[config.mk]
export PLATFORM = sky130hd
export DESIGN_NAME = instr_fetch_flat
export DESIGN_NICKNAME = d
export VERILOG_FILES = /design/src/rtl/instr_fetch_if.sv /design/src/rtl/instr_fetch.sv /design/src/flat_wrapper.sv
export SDC_FILE = /design/constraint.sdc
export NUM_CORES = 1
export LEC_CHECK = 0
export BUFFER_PORTS_ARGS = -buffer_cell sky130_fd_sc_hd__buf_4
export CORE_AREA = 2 2 154 156
export DETAILED_ROUTE_END_ITERATION = 16
export DIE_AREA = 0 0 156 158
export PLACE_DENSITY_LB_ADDON = 0.15
export SLEW_MARGIN = 0
export SYNTH_ARGS = -nofsm -noshare
export SYNTH_HDL_FRONTEND = slang
export SYNTH_SLANG_ARGS = --single-unit
export TNS_END_PERCENT = 30
[constraint.sdc]
create_clock -name clk -period 14.9 [get_ports clk]
set_input_delay 2.235 -clock clk [delete_from_list [all_inputs] [get_ports clk]]
set_output_delay 2.235 -clock clk [all_outputs]
set_load 0.05 [all_outputs]
[src/rtl/instr_fetch_if.sv]
`default_nettype none
// ============================================================================
// Module      : instr_fetch_if
// Description : Bundle of instruction-memory, pipeline-control and
//               instruction-issue signals between the fetch unit and its
//               surroundings. The master modport is the fetch unit.
//               Optional perf ports exist only when FETCH_PERF_EN is defined.
// Revision    : 1.0 - initial release
// ============================================================================
interface instr_fetch_if;
  logic        imemRd;
  logic [31:0] imemAddr;
  logic [31:0] imemData;
  logic        stall;
  logic        redirect;
  logic [31:0] redirectPC;
  logic        instValid;
  logic [31:0] instr;
  logic [5:0]  opCode;
  logic [5:0]  funct;
  logic [31:0] pc;
  logic [31:0] pcPlus4;
`ifdef FETCH_PERF_EN
  logic [31:0] fetchCount;
  logic [31:0] stallCount;

  modport master (
    input  imemData, stall, redirect, redirectPC,
    output imemRd, imemAddr, instValid, instr, opCode, funct, pc, pcPlus4,
    output fetchCount, stallCount
  );
  modport slave (
    output imemData, stall, redirect, redirectPC,
    input  imemRd, imemAddr, instValid, instr, opCode, funct, pc, pcPlus4,
    input  fetchCount, stallCount
  );
`else
  modport master (
    input  imemData, stall, redirect, redirectPC,
    output imemRd, imemAddr, instValid, instr, opCode, funct, pc, pcPlus4
  );
  modport slave (
    output imemData, stall, redirect, redirectPC,
    input  imemRd, imemAddr, instValid, instr, opCode, funct, pc, pcPlus4
  );
`endif
endinterface
`default_nettype wire

[src/rtl/instr_fetch.sv]
`default_nettype none
// ============================================================================
// Module      : instr_fetch
// Description : Sequential instruction fetch front end. Issues word reads to
//               a synchronous (1-cycle) instruction memory, buffers returned
//               words in a 2-entry FIFO and presents the head instruction.
//               Redirects flush the FIFO, drop the in-flight word and refetch
//               in the same cycle. Define FETCH_PERF_EN to add the
//               fetchCount / stallCount performance counters.
// Revision    : 1.0 - initial release
// ============================================================================
module instr_fetch #(
  parameter logic [31:0] RESET_PC = 32'h0000_0000
) (
  input  wire logic     clk,
  input  wire logic     reset,
  instr_fetch_if.master bus
);

  typedef enum logic [0:0] {
    S_IDLE = 1'b0,
    S_RUN  = 1'b1
  } state_t;

  state_t      r_state;
  state_t      w_stateNext;
  logic [31:0] r_fpc;
  logic        r_inflight;
  logic [31:0] r_inflightAddr;
  logic [31:0] r_qData [2];
  logic [31:0] r_qAddr [2];
  logic        r_rdPtr;
  logic        r_wrPtr;
  logic [1:0]  r_count;

  logic        w_pop;
  logic        w_push;
  logic        w_squash;
  logic        w_issue;
  logic [31:0] w_issueAddr;
  logic [31:0] w_redirAddr;
  logic [2:0]  w_occupancy;
  logic        w_valid;

  assign w_redirAddr = bus.redirectPC & 32'hFFFF_FFFC;
  assign w_valid     = (r_count != 2'd0);
  assign w_pop       = w_valid & ~bus.stall;
  // A redirect in RUN flushes the FIFO and drops the word arriving this cycle.
  assign w_squash    = bus.redirect & (r_state == S_RUN);
  assign w_push      = r_inflight & ~w_squash;
  // Slots committed after this cycle's pop; issuing keeps this at most 2.
  assign w_occupancy = {1'b0, r_count} + {2'b00, r_inflight} - {2'b00, w_pop};

  // State register.
  always_ff @(posedge clk or posedge reset) begin
    if (reset) r_state <= S_IDLE;
    else       r_state <= w_stateNext;
  end

  // Next state and fetch-issue decision.
  always_comb begin
    w_stateNext = r_state;
    w_issue     = 1'b0;
    w_issueAddr = r_fpc;
    case (r_state)
      S_IDLE: w_stateNext = S_RUN;
      S_RUN: begin
        if (bus.redirect) begin
          w_issue     = 1'b1;
          w_issueAddr = w_redirAddr;
        end else if (w_occupancy < 3'd2) begin
          w_issue = 1'b1;
        end
      end
      default: w_stateNext = S_IDLE;
    endcase
  end

  // Fetch PC and in-flight read tracking.
  always_ff @(posedge clk or posedge reset) begin
    if (reset) begin
      r_fpc          <= RESET_PC;
      r_inflight     <= 1'b0;
      r_inflightAddr <= 32'h0;
    end else begin
      r_inflight <= w_issue;
      if (w_issue) begin
        r_inflightAddr <= w_issueAddr;
        r_fpc          <= w_issueAddr + 32'd4;
      end
    end
  end

  // Two-entry FIFO of fetched words tagged with their addresses.
  always_ff @(posedge clk or posedge reset) begin
    if (reset) begin
      r_count <= 2'd0;
      r_rdPtr <= 1'b0;
      r_wrPtr <= 1'b0;
      for (int i = 0; i < 2; i++) begin
        r_qData[i] <= 32'h0;
        r_qAddr[i] <= 32'h0;
      end
    end else if (w_squash) begin
      r_count <= 2'd0;
      r_rdPtr <= 1'b0;
      r_wrPtr <= 1'b0;
    end else begin
      if (w_push) begin
        r_qData[r_wrPtr] <= bus.imemData;
        r_qAddr[r_wrPtr] <= r_inflightAddr;
        r_wrPtr          <= ~r_wrPtr;
      end
      if (w_pop) r_rdPtr <= ~r_rdPtr;
      r_count <= r_count + {1'b0, w_push} - {1'b0, w_pop};
    end
  end

  assign bus.imemRd    = w_issue;
  assign bus.imemAddr  = w_issueAddr;
  assign bus.instValid = w_valid;
  assign bus.instr     = w_valid ? r_qData[r_rdPtr] : 32'h0;
  assign bus.pc        = w_valid ? r_qAddr[r_rdPtr] : 32'h0;
  assign bus.pcPlus4   = bus.pc + 32'd4;
  assign bus.opCode    = bus.instr[31:26];
  assign bus.funct     = bus.instr[5:0];

`ifdef FETCH_PERF_EN
  logic [31:0] r_fetchCount;
  logic [31:0] r_stallCount;

  // Free-running event counters; only reset clears them.
  always_ff @(posedge clk or posedge reset) begin
    if (reset) begin
      r_fetchCount <= 32'h0;
      r_stallCount <= 32'h0;
    end else begin
      if (w_issue)             r_fetchCount <= r_fetchCount + 32'd1;
      if (w_valid & bus.stall) r_stallCount <= r_stallCount + 32'd1;
    end
  end

  assign bus.fetchCount = r_fetchCount;
  assign bus.stallCount = r_stallCount;
`endif

`ifndef SYNTHESIS
  a_noOverflow : assert property (@(posedge clk) disable iff (reset)
    !(w_push && !w_pop && (r_count == 2'd2)));
`endif

endmodule
`default_nettype wire

[src/flat_wrapper.sv]
// flat-port wrapper written by rule: the top's interface ports become plain ports
module instr_fetch_flat 
#(
  parameter logic [31:0] RESET_PC = 32'h0000_0000
)
  (clk, reset, bus_imemData, bus_stall, bus_redirect, bus_redirectPC, bus_imemRd, bus_imemAddr, bus_instValid, bus_instr, bus_opCode, bus_funct, bus_pc, bus_pcPlus4);
  instr_fetch_if bus_i ();
  input  wire logic clk;
  input  wire logic reset;
  input wire logic [$bits(bus_i.imemData)-1:0] bus_imemData;
  input wire logic [$bits(bus_i.stall)-1:0] bus_stall;
  input wire logic [$bits(bus_i.redirect)-1:0] bus_redirect;
  input wire logic [$bits(bus_i.redirectPC)-1:0] bus_redirectPC;
  output wire logic [$bits(bus_i.imemRd)-1:0] bus_imemRd;
  output wire logic [$bits(bus_i.imemAddr)-1:0] bus_imemAddr;
  output wire logic [$bits(bus_i.instValid)-1:0] bus_instValid;
  output wire logic [$bits(bus_i.instr)-1:0] bus_instr;
  output wire logic [$bits(bus_i.opCode)-1:0] bus_opCode;
  output wire logic [$bits(bus_i.funct)-1:0] bus_funct;
  output wire logic [$bits(bus_i.pc)-1:0] bus_pc;
  output wire logic [$bits(bus_i.pcPlus4)-1:0] bus_pcPlus4;
  assign bus_i.imemData = bus_imemData;
  assign bus_i.stall = bus_stall;
  assign bus_i.redirect = bus_redirect;
  assign bus_i.redirectPC = bus_redirectPC;
  assign bus_imemRd = bus_i.imemRd;
  assign bus_imemAddr = bus_i.imemAddr;
  assign bus_instValid = bus_i.instValid;
  assign bus_instr = bus_i.instr;
  assign bus_opCode = bus_i.opCode;
  assign bus_funct = bus_i.funct;
  assign bus_pc = bus_i.pc;
  assign bus_pcPlus4 = bus_i.pcPlus4;
  instr_fetch #(.RESET_PC(RESET_PC)) u_core (.clk(clk), .reset(reset), .bus(bus_i));
endmodule
==> out/metrics.cfg, run 1 <==
[cells_and_area]
antenna_cells = 0
fin_nets = 1222
syn2layout_area_growth_pct = 22.0
fill_cells = 2115
layout-drive-gt1-share_pct = 33.7

[worst_setup_path]
cp-start-kind = flip-flop
reg2reg_from = u_core.r_state
crit_arrival_ps = 4560
cp_max_fo = 48
crit_path_end_kind = output port
slowest_delay_ps = 740
critical_path.cell_chain = buf_4, mux2_2, nand2_1, inv_1, ha_1, nand4_1, nor4_2, nor4b_1, nand4_1, xnor2_1, buf_4
required_ps = 12660
crit_type = reg -> out
cp_slowest_cell = dfrtp_4
critPathLaunch = u_core.r_rdPtr
r2r_setup_slack_ps = 11480

[routing]
drtIter0Drc = 362
drc = 0
num_vias = 7691
drtAntennaViolNets = 0
viasPerCell = 5.30
post_drt_wl_per_cell_um = 17.1
dr.pass1.iters = 5
wl_mm = 24.7

[yosys]
syn-cell-area_um2 = 10200
synth-compound-area-share_pct = 4.80
synth_area_leaders = dfrtp_1 (48%), mux2_2 (15%), nand2_1 (6.9%)
syn-instance-count = 986
synth_nets = 1058
synth_seq_cells = 196
synth_mux_area_share_pct = 21.7
synth_edf_count = 0
yosys.area_share.xor_xnor_pct = 3.96
syn_area_per_cell_um2 = 10.3
ys_warn_count = 0
synthTopCellsByCount = dfrtp_1 (196), nand2_1 (187), mux2_2 (134)
synthAdderAreaFrac_pct = 0.566
synthSimpleGateAreaFrac_pct = 16.5
yosysTopAreaCell = dfrtp_1
synth_top_area_share_pct = 48.2
async_flop_share_pct = 100
synth_cell_type_count = 55
synth_top_family_by_area = multiplexers
ys.flop_type = dfrtp_1
synthMostInstantiatedCell = dfrtp_1
yosysSeqAreaShare_pct = 48.2

[placed_design]
place_ws_ps = 8480
gp_congestion = 0.841
numPortBuffers = 207
dpl.hpwl_mm = 17.4

[clocking]
cts_buffers = 17
clk_pin_slew_ps = 70
postCtsSetupBuffers = 0
hold_buffers = 0
cts_buffer_depth = 2
htree_levels = 4
cts_root_buf = clkbuf_16
clock_sinks = 196
cts_tree = built
clock_latency_ps = 430
cts_resized = 0

[sta]
min_period_ps = 6800
fin_ws_ps = 8100
hold_viol_final = 0
fmax_mhz = 147
slew_headroom_pct = 37.9
post-route-period-util_pct = 45.6
hold_ws_ps = 504
drv_slew = 0
finalSetupViolCount = 0
worst_pin_slew_ps = 922
setup_tns_ps = 0
fin_skew_ps = 10.8
grt_setup_unrepaired = false

[power_and_ir_drop]
power_density_nw_per_um2 = 244
leakage_nw = 5.79
ir_drop_mv = 0.123

[floorplan]
coreArea_um2 = 23100
die_y_um = 158
row_count = 56
io_pins = 210
dieArea_um2 = 24600
die_w_um = 156
start_util_pct = 44.1

[job]
drv_cap = 0

[global_route]
antenna_found_initial = 0
grt_use_total_pct = 20.4
grt_overflow = 0
grt_pass1_vias = 7159
grt_pass1_wl_mm = 39.4
grt_max_degree = 125

[worst_hold_path]
min-delay-start = u_core.r_qAddr[29]
min_path_type = reg -> reg

[outcome]
status = complete, no violations

==> layer usage <==
layer  up-vias  global-route usage, %  part of all wire, %
met1      3745                   30.5                   50
li1       3707                      -                    -
met4         0                   4.15                 0.75
met2       226                   30.7                   44
met5         -                      0                    0
met3        13                   4.08                  5.7
==> critical path, delay by kind of cell (launching register included) <==
kind                     cells  cell delay, ps
XOR/XNOR                     1             180
flip-flops                   1             740
multiplexers                 1             290
buffers and inverters        3            1010
AND/OR/NAND/NOR              5            1720
adder cells (fa/ha/maj)      1             200
==> cell type report <==
type | count | area (um^2) | share of cell area [%]
flip-flops and latches | 196 | 4910 | 39.6
multi-input cells | 707 | 4860 | 39.2
repair buffers | 215 | 1610 | 13.0
clock buffers | 19 | 443 | 3.57
well taps | 290 | 363 | 2.93
clock inverters | 11 | 154 | 1.24
inverters | 13 | 56.3 | 0.454
==> through the flow <==
step	instance area [um^2]	total power, mW	cells	util [%]
after CTS	12400	3.05	1451	53.8
after floorplan	10200	2.14	986	-
after global routing	12400	3.20	1451	53.8
final	12400	3.03	1451	53.8
after global placement	11800	2.55	1421	51.2
after detailed placement	11800	2.58	1421	51.2
==> report_power, final <==
part	leakage (nW)	internal [mW]	switching (mW)	total, mW
combinational	3.07	0.560	1.05	1.61
clock	0.285	0.268	0.202	0.471
sequential	2.43	0.775	0.168	0.943
==> registers in the layout, indices dropped and copies added (netlist names) <==
register               cells
u_core.r_rdPtr             1
u_core.r_inflight          1
u_core.r_qAddr            64
u_core.r_state             1
u_core.r_wrPtr             1
u_core.r_qData            64
u_core.r_fpc              32
u_core.r_inflightAddr     30
u_core.r_count             2
==> cells in the final DEF (no fill, tap or decap), types with 10 or more instances in the layout <==
master,instances
mux2i_1,68
nand2_1,186
nor2_1,79
dfrtp_1,195
xnor2_1,29
clkbuf_16,17
nand3_1,23
xor2_1,17
nor3_1,12
mux2_2,134
inv_1,12
and3_1,10
buf_4,215
o21ai_0,24
nand4_1,22
a21oi_1,10
==> final timing paths <==
check                      cells after the start                 end
max                                           11     bus_pcPlus4[30]
min                                            1  u_core.r_qAddr[29]
max reg2reg                                    6    u_core.r_fpc[31]
min reg2reg                                    1  u_core.r_qAddr[29]
max in group asynchronous                      3      u_core.r_rdPtr
min in group asynchronous                      2  u_core.r_qData[37]
==> cells by family after synthesis <==
group           count (synthesis)
simple gates                  374
other cells                     1
buf+inv                        83
mux                           203
xor+xnor                       46
fa+ha+maj                       4
compound gates                 79
flops                         196
No activity file was read; power rests on OpenSTA's default activity.
==> run 2, diff against run 1 <==
==> constraint.sdc (replaced) <==
create_clock -name clk -period 5.84 [get_ports clk]
set_input_delay 0.876 -clock clk [delete_from_list [all_inputs] [get_ports clk]]
set_output_delay 0.876 -clock clk [all_outputs]
set_load 0.05 [all_outputs]
==> out/metrics.cfg, run 2 (same netlist as run 1, synthesis figures left out) <==
[worst_setup_path]
cp_slowest_cell = dfrtp_4
r2r_setup_slack_ps = 2290  ; -9190 ps
required_ps = 4960  ; -7700 ps
path_buf_inv = 2  ; -1
reg2reg_from = u_core.r_state
critPathLaunch = u_core.r_rdPtr
cp_top_family = simple AND/OR/NAND/NOR gates
crit_arrival_ps = 3950  ; -610 ps
crit_path_end_kind = output port
slowest_delay_ps = 880  ; +140 ps
cp_max_fo = 48  ; unchanged
reg2regPathDepth = 5  ; -1
crit_type = reg -> out
cp-start-kind = flip-flop
rr_endpoint = u_core.r_qData[6]
critical_path.cell_chain = mux2_2, nand2_1, inv_1, ha_1, nand4_1, nor4_2, nor4b_1, nand4_1, xnor2_1, buf_4
critPathMostFrequentCell = nand4_1

[routing]
drc = 0  ; unchanged
dr.pass1.iters = 4  ; -1
drtIter0Drc = 477  ; +32%
num_vias = 7614  ; -1.0%
post_drt_wl_per_cell_um = 16.7  ; -1.9%
drtAntennaViolNets = 0  ; unchanged
viasPerCell = 5.24  ; -1.2%
wl_mm = 24.3  ; -1.7%

[placed_design]
post_dp_cell_area_um2 = 11800  ; +0.14%
dpl.hpwl_mm = 17.2  ; -0.78%
numPortBuffers = 207  ; unchanged
gp_congestion = 0.831  ; -1.2%
dp.cells = 1422  ; +0.070%

[sta]
fin_skew_ps = 10.2  ; -0.663 ps
worst_pin_slew_ps = 1030  ; +111 ps
setup_tns_ps = 0  ; unchanged
drv_slew = 0  ; unchanged
post-route-period-util_pct = 82.7
fmax_mhz = 207
slew_headroom_pct = 30.5  ; -7.5 points
grt_setup_unrepaired = false
hold_viol_final = 0  ; unchanged
finalSetupViolCount = 0  ; unchanged
min_period_ps = 4830

[cells_and_area]
syn2layout_area_growth_pct = 22.1  ; about the same
top_regs = u_core.r_qAddr x64, u_core.r_qData x64, u_core.r_fpc x32
mostFrequentLayoutCell = buf_4
mostFrequentLayoutCells = buf_4 (215), dfrtp_1 (195), nand2_1 (186)
final_area_um2 = 12400  ; about the same
layout-drive-gt1-share_pct = 33.9  ; +0.26 points
stdcell_count = 1454  ; +0.21%
fin_util_pct = 53.8  ; about the same
fin_nets = 1223  ; +0.082%
antenna_cells = 0  ; unchanged

[floorplan]
dieArea_um2 = 24600  ; unchanged
die_w_um = 156  ; unchanged
die_y_um = 158  ; unchanged
coreArea_um2 = 23100  ; unchanged
start_util_pct = 44.1  ; unchanged
io_pins = 210  ; unchanged
row_count = 56  ; unchanged

[power_and_ir_drop]
switching_share_pct = 47.5  ; +0.49 points
power_density_nw_per_um2 = 620  ; +150%
seqPwrFrac_pct = 31.4  ; +0.2 points
p_clk_share_pct = 15.3  ; -0.3 points
p_total_mw = 7.70  ; +150%
switchingPower_mw = 3.66  ; +160%
p_int_mw = 4.04  ; +150%
power_frac_comb_pct = 53.3  ; about the same
ir_drop_mv = 0.245  ; +99%
leakage_nw = 5.79  ; +0.12%

[global_route]
grt_pass1_vias = 7291  ; +1.8%
grt_max_degree = 177  ; +42%
antenna_found_initial = 0  ; unchanged
grtUsageMet2_pct = 30.4  ; -0.25 points
grt_pass1_wl_mm = 39.3  ; -0.33%
met1_usage_pct = 30.4  ; -0.11 points
busiest_layer = met2
grt_use_total_pct = 20.2  ; -0.16 points
grt_use_met3_pct = 3.26  ; -0.82 points
grt_overflow = 0  ; unchanged

[clocking]
hold_buffers = 0  ; unchanged
cts_resized = 0  ; unchanged
clk_pin_slew_ps = 80  ; about the same
clock_sinks = 196  ; unchanged
cts_buffers = 17  ; unchanged
clock_latency_ps = 430  ; about the same
cts_tree = built
cts_buffer_depth = 2  ; unchanged
postCtsSetupBuffers = 0  ; unchanged
htree_levels = 4  ; unchanged
cts_root_buf = clkbuf_16

[worst_hold_path]
min_path_type = in -> async

[job]
drv_cap = 0  ; unchanged

[outcome]
status = complete, no violations

## run 2: changes by cell type in the layout (fill, tap and decap cells not counted)
cell,change
clkbuf_1,-1
inv_8,+1
clkinv_2,-1
inv_6,+4
buf_12,+1
clkbuf_8,+1
bufinv_16,-2
## run 2: through the flow
| step | hold slack, ps | setup WS, ps |
|---|---|---|
| final | 464 | 1010 |
| after global placement | 486 | 1400 |
| after global routing | 483 | 649 |
| after CTS | 460 | 897 |
| after floorplan | 458 | 246 |
| after detailed placement | 489 | 1390 |
## run 2: worst max-delay path by stage
stage | slack (ps) | to | depth (start not counted)
6_report | 1010 | bus_pcPlus4[30] | 10
2_1_floorplan | 250 | bus_pcPlus4[30] | 14
4_1_cts | 900 | bus_pcPlus4[30] | 10
3_5_place_dp | 1390 | bus_pcPlus4[30] | 10
5_1_grt | 650 | bus_pcPlus4[30] | 10
3_3_place_gp | 1400 | bus_pcPlus4[30] | 10
## run 2: worst reg2reg max path, cell delays in order, from the launching register on
cell and delay, ps:
dfrtp_1 770, nand2_1 610, and2_1 390, nand2_2 730, buf_4 530, mux2_2 410
## run 2: layout make-up
cell class	instances	area, um^2
clock buffers	19	453
clock inverters	13	139
fillers	2091	10600
inverters	13	52.6
multi-input cells	707	4860
flip-flops and latches	196	4910
well taps	290	363
repair buffers	216	1630
## run 2: routing by layer
layer,wire length (um),share of wire [%]
met5,0,0
met4,234,0.96
met3,1420,5.9
met2,10400,43
met1,12300,51
## run 2: power by group through the flow
stage / Sequential (mW) / Clock [mW] / Combinational, mW
2_1_floorplan: 2.26 / 0 / 3.19
3_3_place_gp: 2.42 / 0 / 4.09
3_5_place_dp: 2.44 / 0 / 4.14
4_1_cts: 2.42 / 1.21 / 4.14
5_1_grt: 2.51 / 1.28 / 4.39
6_report: 2.42 / 1.18 / 4.11
